==> src/rtl/hazard_pkg.sv <==
// Shared types for the ID/EX forwarding and hazard controller.
package hazard_pkg;

  localparam int REG_W_DEF = 5;

  typedef enum logic [1:0] {
    CAUSE_NONE      = 2'b00,
    CAUSE_LOAD_USE  = 2'b01,
    CAUSE_MC_DEP    = 2'b10,
    CAUSE_MC_STRUCT = 2'b11
  } stall_cause_e;

  typedef enum logic {
    IDLE = 1'b0,
    BUSY = 1'b1
  } mc_state_e;

endpackage

==> src/rtl/fwd_select.sv <==
// Bypass source select for one operand: youngest matching writer wins, x0 never forwarded.
module fwd_select #(
  parameter int REG_W   = 5,
  parameter int NUM_STG = 2,
  parameter int SEL_W   = $clog2(NUM_STG + 1)
) (
  input  logic [REG_W-1:0]         rs,
  input  logic [NUM_STG*REG_W-1:0] stg_rd,
  input  logic [NUM_STG-1:0]       stg_we,
  output logic [SEL_W-1:0]         sel
);

  // Walk oldest to youngest so the lowest matching index overwrites the rest.
  always_comb begin
    sel = '0;
    for (int k = NUM_STG - 1; k >= 0; k--) begin
      if (stg_we[k] && (stg_rd[k*REG_W +: REG_W] == rs) && (rs != '0)) begin
        sel = SEL_W'(k + 1);
      end
    end
  end

endmodule

==> src/rtl/fwd_hazard_ctrl.sv <==
// Operand bypass selection, load-use detection and single-outstanding
// multicycle scoreboard with timeout between the ID and EX stages.
module fwd_hazard_ctrl
  import hazard_pkg::*;
#(
  parameter int REG_W      = REG_W_DEF,
  parameter int NUM_SRC    = 2,
  parameter int NUM_STG    = 2,
  parameter int MC_TIMEOUT = 64,
  parameter int SEL_W      = $clog2(NUM_STG + 1)
) (
  input  logic                     clk,
  input  logic                     rst_n,
  input  logic [NUM_SRC*REG_W-1:0] rs_ex,
  input  logic [NUM_STG*REG_W-1:0] stg_rd,
  input  logic [NUM_STG-1:0]       stg_we,
  input  logic [NUM_SRC*REG_W-1:0] rs_id,
  input  logic                     id_is_mc,
  input  logic [REG_W-1:0]         ex_rd,
  input  logic                     ex_we,
  input  logic                     ex_is_load,
  input  logic                     ex_mc_start,
  input  logic                     mc_done,
  output logic [NUM_SRC*SEL_W-1:0] fwd_sel,
  output logic                     fwd_any,
  output logic                     stall_id,
  output logic [1:0]               stall_cause,
  output logic                     mc_busy,
  output logic                     mc_err,
  output mc_state_e                mc_state
);

  localparam int CNT_W = (MC_TIMEOUT > 1) ? $clog2(MC_TIMEOUT) : 1;
  localparam logic [CNT_W-1:0] CNT_LAST = CNT_W'(MC_TIMEOUT - 1);

  mc_state_e        state;
  logic [REG_W-1:0] mc_rd;
  logic [CNT_W-1:0] cnt;
  logic             err;

  logic [NUM_SRC-1:0] sel_nz;

  for (genvar s = 0; s < NUM_SRC; s++) begin : g_src
    fwd_select #(
      .REG_W  (REG_W),
      .NUM_STG(NUM_STG),
      .SEL_W  (SEL_W)
    ) u_fwd_select (
      .rs    (rs_ex[s*REG_W +: REG_W]),
      .stg_rd(stg_rd),
      .stg_we(stg_we),
      .sel   (fwd_sel[s*SEL_W +: SEL_W])
    );
    assign sel_nz[s] = |fwd_sel[s*SEL_W +: SEL_W];
  end

  assign fwd_any = |sel_nz;

  // Stall is decoded from the registered state, so the mc_done cycle still
  // stalls and release happens once the result is readable from the regfile.
  logic         load_hit;
  logic         dep_hit;
  stall_cause_e cause;

  always_comb begin
    load_hit = 1'b0;
    dep_hit  = 1'b0;
    for (int s = 0; s < NUM_SRC; s++) begin
      if (rs_id[s*REG_W +: REG_W] == ex_rd) load_hit = 1'b1;
      if ((rs_id[s*REG_W +: REG_W] != '0) && (rs_id[s*REG_W +: REG_W] == mc_rd)) dep_hit = 1'b1;
    end
    load_hit = load_hit && ex_we && ex_is_load && (ex_rd != '0);

    cause = CAUSE_NONE;
    if (load_hit)                        cause = CAUSE_LOAD_USE;
    else if ((state == BUSY) && dep_hit)  cause = CAUSE_MC_DEP;
    else if ((state == BUSY) && id_is_mc) cause = CAUSE_MC_STRUCT;
  end

  assign stall_cause = cause;
  assign stall_id    = (cause != CAUSE_NONE);

  always_ff @(posedge clk or negedge rst_n) begin
    if (!rst_n) begin
      state <= IDLE;
      mc_rd <= '0;
      cnt   <= '0;
      err   <= 1'b0;
    end else begin
      case (state)
        IDLE: begin
          if (ex_mc_start && ex_we && (ex_rd != '0)) begin
            state <= BUSY;
            mc_rd <= ex_rd;
            cnt   <= '0;
          end
        end
        BUSY: begin
          if (cnt != CNT_LAST) cnt <= cnt + 1'b1;
          // A second start cannot be tracked; it is dropped and flagged.
          if (ex_mc_start) err <= 1'b1;
          if (mc_done) begin
            state <= IDLE;
          end else if (cnt == CNT_LAST) begin
            state <= IDLE;
            err   <= 1'b1;
          end
        end
        default: state <= IDLE;
      endcase
    end
  end

  assign mc_busy  = (state == BUSY);
  assign mc_err   = err;
  assign mc_state = state;

endmodule

==> config.mk <==
export PLATFORM = sky130hd
export DESIGN_NAME = fwd_hazard_ctrl
export DESIGN_NICKNAME = d
export VERILOG_FILES = /design/src/rtl/hazard_pkg.sv /design/src/rtl/fwd_select.sv /design/src/rtl/fwd_hazard_ctrl.sv
export SDC_FILE = /design/constraint.sdc
export NUM_CORES = 1
export LEC_CHECK = 0
export BUFFER_PORTS_ARGS = -buffer_cell sky130_fd_sc_hd__buf_2
export CELL_PAD_IN_SITES_DETAIL_PLACEMENT = 0
export CELL_PAD_IN_SITES_GLOBAL_PLACEMENT = 1
export CORE_UTILIZATION = 33
export CTS_CLUSTER_SIZE = 20
export DETAILED_ROUTE_END_ITERATION = 12
export PLACE_DENSITY = 0.89
export SLEW_MARGIN = 5
export SYNTH_ARGS = -nofsm -noshare
export SYNTH_HDL_FRONTEND = slang
export SYNTH_SLANG_ARGS = --single-unit
==> constraint.sdc <==
create_clock -name clk -period 3.6 [get_ports clk]
set_clock_uncertainty 0.15 [all_clocks]
set_input_delay 1.08 -clock clk [delete_from_list [all_inputs] [get_ports clk]]
set_output_delay 1.08 -clock clk [all_outputs]
set_load 0.01 [all_outputs]
After elaboration in Yosys (flattened, before gate mapping) --
Index checks and enable logic that the tools add are counted.
Cells by class: reductions and logical operators 26, multiplexer cells 21, add/subtract/negate cells 1, eq/ne operators 12, bitwise operators 1
Operators by type and width (count):
- $eq 5x5->1 | 8
- $reduce_bool 5->1 | 5
- $logic_and 1x1->1 | 17
- $mux 2 | 7
- $mux 6 | 2
- $pmux 6 s2 | 1
- $mux 1 | 10
- $add 6x1->6 const B | 1
- $eq 6x6->1 const B | 1
- $ne 6x6->1 const B | 1
- $reduce_and 2->1 | 2
- $reduce_or 4->1 | 1
- $ne 2x1->1 const B | 1
- $ne 2x2->1 const B | 1
- $pmux 1 s2 | 1
- $reduce_bool 2->1 | 1
- $not 1->1 | 1
Word-level totals: output and inout port bits 11, word-level logic and storage cells 65, bits in registers 13

Depth between registers and ports, before layout --
depth after elaboration 8, depth in mapped cells 5, gate-level depth less buffers 5

Hierarchy --
Synthesis repeated with hierarchy kept, for this count alone.
Unflattened totals: cells, all modules 136, area, all modules 1207.4 um^2
Modules (own cells, without submodules):
- fwd_hazard_ctrl | cells an instance 100, seq. area each 325.3 um^2, instances 1, area an instance 929.6 um^2
- fwd_select | cells an instance 18, seq. area each 0.0 um^2, instances 2, area an instance 138.9 um^2

Worst setup path after synthesis --
No wires, ideal clock.
path kind input to output, start input port rs_ex[6], end output port fwd_any, arrival 2.390 ns, required time 2.370 ns, stages 4, path slack -0.020 ns, cells stage by stage or4_1 > nor2_2 > nor4_1 > or4_1
On the way: elaborated cells on any way between the ends 10, those cells by class eq/ne (2); mux (2); reduce/logical (6)
RTL lines:
- start, declared | RTL line fwd_hazard_ctrl.sv:14 | input logic [NUM_SRC*REG_W-1:0] rs_ex,
- $eq 5x5->1 | RTL line fwd_select.sv:17 | if (stg_we[k] && (stg_rd[k*REG_W +: REG_W] == rs) && (rs != '0)) begin
- $logic_and 1x1->1 | RTL line fwd_select.sv:17
- $logic_and 1x1->1 * | RTL line fwd_select.sv:17
- $mux 2 * | RTL line fwd_select.sv:17
- net fwd_sel[2] | RTL line fwd_hazard_ctrl.sv:24 | output logic [NUM_SRC*SEL_W-1:0] fwd_sel,
- $reduce_or 4->1 * | RTL line fwd_hazard_ctrl.sv:57 | assign fwd_any = |sel_nz;
- end, declared | RTL line fwd_hazard_ctrl.sv:25 | output logic fwd_any,
The timed path passes the listed nets; every way through them passes the cells marked *.

Worst setup path in the final report --
start input port rs_ex[6], end output port fwd_any
On the way: cells in the longest elaborated chain, start to end 6, elaborated cells on any way between the ends 10, those cells by class eq/ne (2); mux (2); reduce/logical (6)
Ends and longest elaborated chain (RTL line):
- $eq 5x5->1 | fwd_select.sv:17
- $logic_and 1x1->1 (2 in series) | fwd_select.sv:17
- $mux 2 | fwd_select.sv:17
- $mux 2 * | fwd_select.sv:17
- $reduce_or 4->1 * | fwd_hazard_ctrl.sv:57
Mark *: on every way between the ends. The rest lies on a longest branch, timed or not.

==> reports/metrics.yaml <==
final_layout:
  drive_above_1_share_pct: 55.9
  multiInputGateArea_sq_um: 955
  area_growth_pct: 62.8
  seq_area_sq_um: 325
  fin_util_pct: 56.2
  n_antenna_cell: 0
  nets: 250
  nFillCells: 315
  layout.cells.non_filler: 250
global_route:
  grt_pass1_vias: 1223
  grt_pass1_wl_um: 5210
  grt_max_degree: 14
  antenna_found_initial: 0
  gr-usage-all-layers_pct: 19.2
  grt_overflow_total: 0
power:
  p_int_mw: 0.352
  p_leak_nw: 0.841
  power_frac_seq_pct: 39.4
  max-vdd-ir-drop_v: 0.000271
  power_mw: 0.543
  p_sw_mw: 0.191
  sw_frac_of_total_pct: 35.2
  power_per_cell_area_mw_per_mm2: 287
  pwr-share-comb_pct: 44.4
  clockPowerShare_pct: 16.2
clocking:
  clock-sinks: 13
  cts_buffers: 3
  clk_latency_ns: 0.28
  clk_pin_slew_worst_paths_ns: 0.07
  cts_tree: "yes"
  cts_max_level: 1
  cts_root_buf: "clkbuf_4"
  cts_max_path_buffers: 2
setup_path:
  crit_chain: "buf_2, or4_4, nor2_4, nor4_1, or4_1, buf_2"
  regToRegSetupSlack_ns: 1.74
  arrival_ns: 2.56
  cpMaxStageDelayCell: "or4_4"
  cp_max_fo: 2
  crit_type: "input port to output port"
  cp_slowest_stage_delay_ns: 0.55
  end_kind: "output port"
  required_ns: 2.37
  cp_common_cell: "buf_2"
  cp-start-kind: "input port"
yosys:
  yosysUniqueCellTypes: 32
  yosys_warnings: 0
  syn_nets: 167
  synth_area_per_cell_sq_um: 9.52
  synth_cells: 122
  ys_ff_latch: 13
  synth_area_leaders: "dfrtp_1 28%, xnor2_1 16%, xor2_1 14%"
  synth.largest_area_cell: "dfrtp_1"
  syn_area_sq_mm: 0.00116
  yosysTopAreaCellShare_pct: 28.0
  synth.yosys.seq_area_share_pct: 28.0
floorplan:
  placementRows: 21
  core_sq_mm: 0.00336
  start_util_pct: 34.5
  die-area_sq_mm: 0.00376
  die_w_um: 61.3
  pin_count: 55
  die_h_um: 61.3
drt:
  drt_iter0_markers: 26
  wl_um: 3520
  via_per_inst: 5.05
  first_pass_iters: 4
  ant_nets: 0
  wl_per_cell_um: 14.1
  vias: 1262
  drc_errors: 0
sta:
  min_period_ns: 3.79
  layout_setup_ws_ns: -0.188
  worstMarginPinSlew_ns: 0.510
  slew_headroom_pct: 65.6
  finalHoldViolCount: 0
  finalSetupViolCount: 2
  period_share_pct: 105
  tns_ns: -0.213
  rsz0062_at_grt: "yes"
  drv_slew: 0
  fmax_mhz: 264
placed_design:
  dp_cells: 243
  io_buffers: 54
  gp_congestion: 0.795
  hpwl_um: 2700
min_path:
  min_path_type: "flop to flop"
job:
  drv_cap: 0
outcome:
  outcome: "complete, but fails checks"
  violations: "setup timing"
[power groups by stage]
| stage | combinational, mW | sequential, mW | clock [mW] |
|---|---|---|---|
| 6_report | 0.241 | 0.214 | 0.0881 |
| 5_1_grt | 0.265 | 0.219 | 0.0981 |
| 4_1_cts | 0.231 | 0.212 | 0.0906 |
| 3_5_place_dp | 0.206 | 0.215 | 0 |
| 3_3_place_gp | 0.202 | 0.213 | 0 |
| 2_1_floorplan | 0.122 | 0.206 | 0 |
[per-layer routing]
| metal | GRT usage [%] | wire length (um) | vias to the layer above |
|---|---|---|---|
| met1 | 22.8 | 1490 | 591 |
| li1 | - | - | 617 |
| met4 | 9.42 | 94 | 0 |
| met2 | 33.2 | 1760 | 44 |
| met5 | 0 | 0 | - |
| met3 | 3.57 | 170 | 10 |
[final cells by class]
type                       count  area share [%]
inverter                       3           0.596
sequential                    13            17.2
tap                           46            3.04
multi-input combinational    105            50.5
timing repair buffer          79            27.2
clock buffer                   3            1.19
clock inverter                 1           0.265
[stage by stage]
stage	hold slack (ns)	worst slack, ns	cell area [sq um]
floorplan	0.301	0.0227	1160
global placement	0.298	-0.178	1650
detailed placement	0.301	-0.178	1650
CTS	0.321	-0.172	1830
global route	0.343	-0.261	1890
finish	0.318	-0.188	1890
[cells in the mapped netlist]
master and instances:
nor4_1 4, o22ai_1 2, nor2b_1 1, nor2_2 1, nand2_1 2, xnor2_1 21
o311ai_0 1, o21ai_0 6, a22oi_1 1, and2_1 2, o32ai_1 1, buf_4 1
xor2_1 19, o221a_2 2, nor3_1 3, and2_2 1, inv_1 3, nand4_1 6
and2b_2 1, o211ai_1 2, nor2_1 5, or4_1 5, or3_1 1, o2111ai_4 1
a22o_1 4, ha_1 1, mux2_2 5, nand3_1 3, or4_4 1, dfrtp_1 13
a21oi_1 2, nand2b_1 1
[placed cells by master, fill, tap and decap left out, drive strengths merged, types with 3 or more instances in the layout]
master  instances
mux2            5
nor2            6
nand3           3
xor2           19
nor4            4
inv             3
or4             6
nand4           6
xnor2          21
a22o            4
and2            3
buf            79
dfrtp          13
clkbuf          3
nor3            3
o21ai           6
[what timing repair did]
item / in CTS / in global routing
setup buffers: 4 / 0
hold buffers: 0 / 0
setup endpoints to repair: 4 / 7
gates cloned: 0 / 0
pin swaps: 15 / 11
gates resized for setup: 24 / 12
[worst max-delay path, delay by kind of cell]
kind / cells / cell delay [ns]
and+or+nand+nor: 4 / 1.22
buffers and inverters: 2 / 0.26
[logic make-up after synthesis]
kind of cell	Yosys count	synth area share [%]
AO/OA/AOI/OAI	22	15.2
XOR/XNOR	40	30.2
adder cells (fa/ha/maj)	1	1.08
buffers and inverters	4	1.62
flip-flops	13	28.0
multiplexers	5	4.85
AND/OR/NAND/NOR	37	19.1
[sequential cells by signal (all words and copies together) (netlist names)]
signal / count
cnt: 6
mc_err: 1
mc_busy: 1
mc_rd: 5
[path summary, 6_finish.rpt]
check,startpoint,end,cells after the start
min in group asynchronous,rst_n,cnt[5],1
max reg2reg,cnt[0],cnt[5],5
max in group asynchronous,rst_n,mc_busy,1
max,rs_ex[6],fwd_any,6
min,mc_err,mc_err,1
min reg2reg,mc_err,mc_err,1
Note: power is estimated with default switching activity, not from simulation.
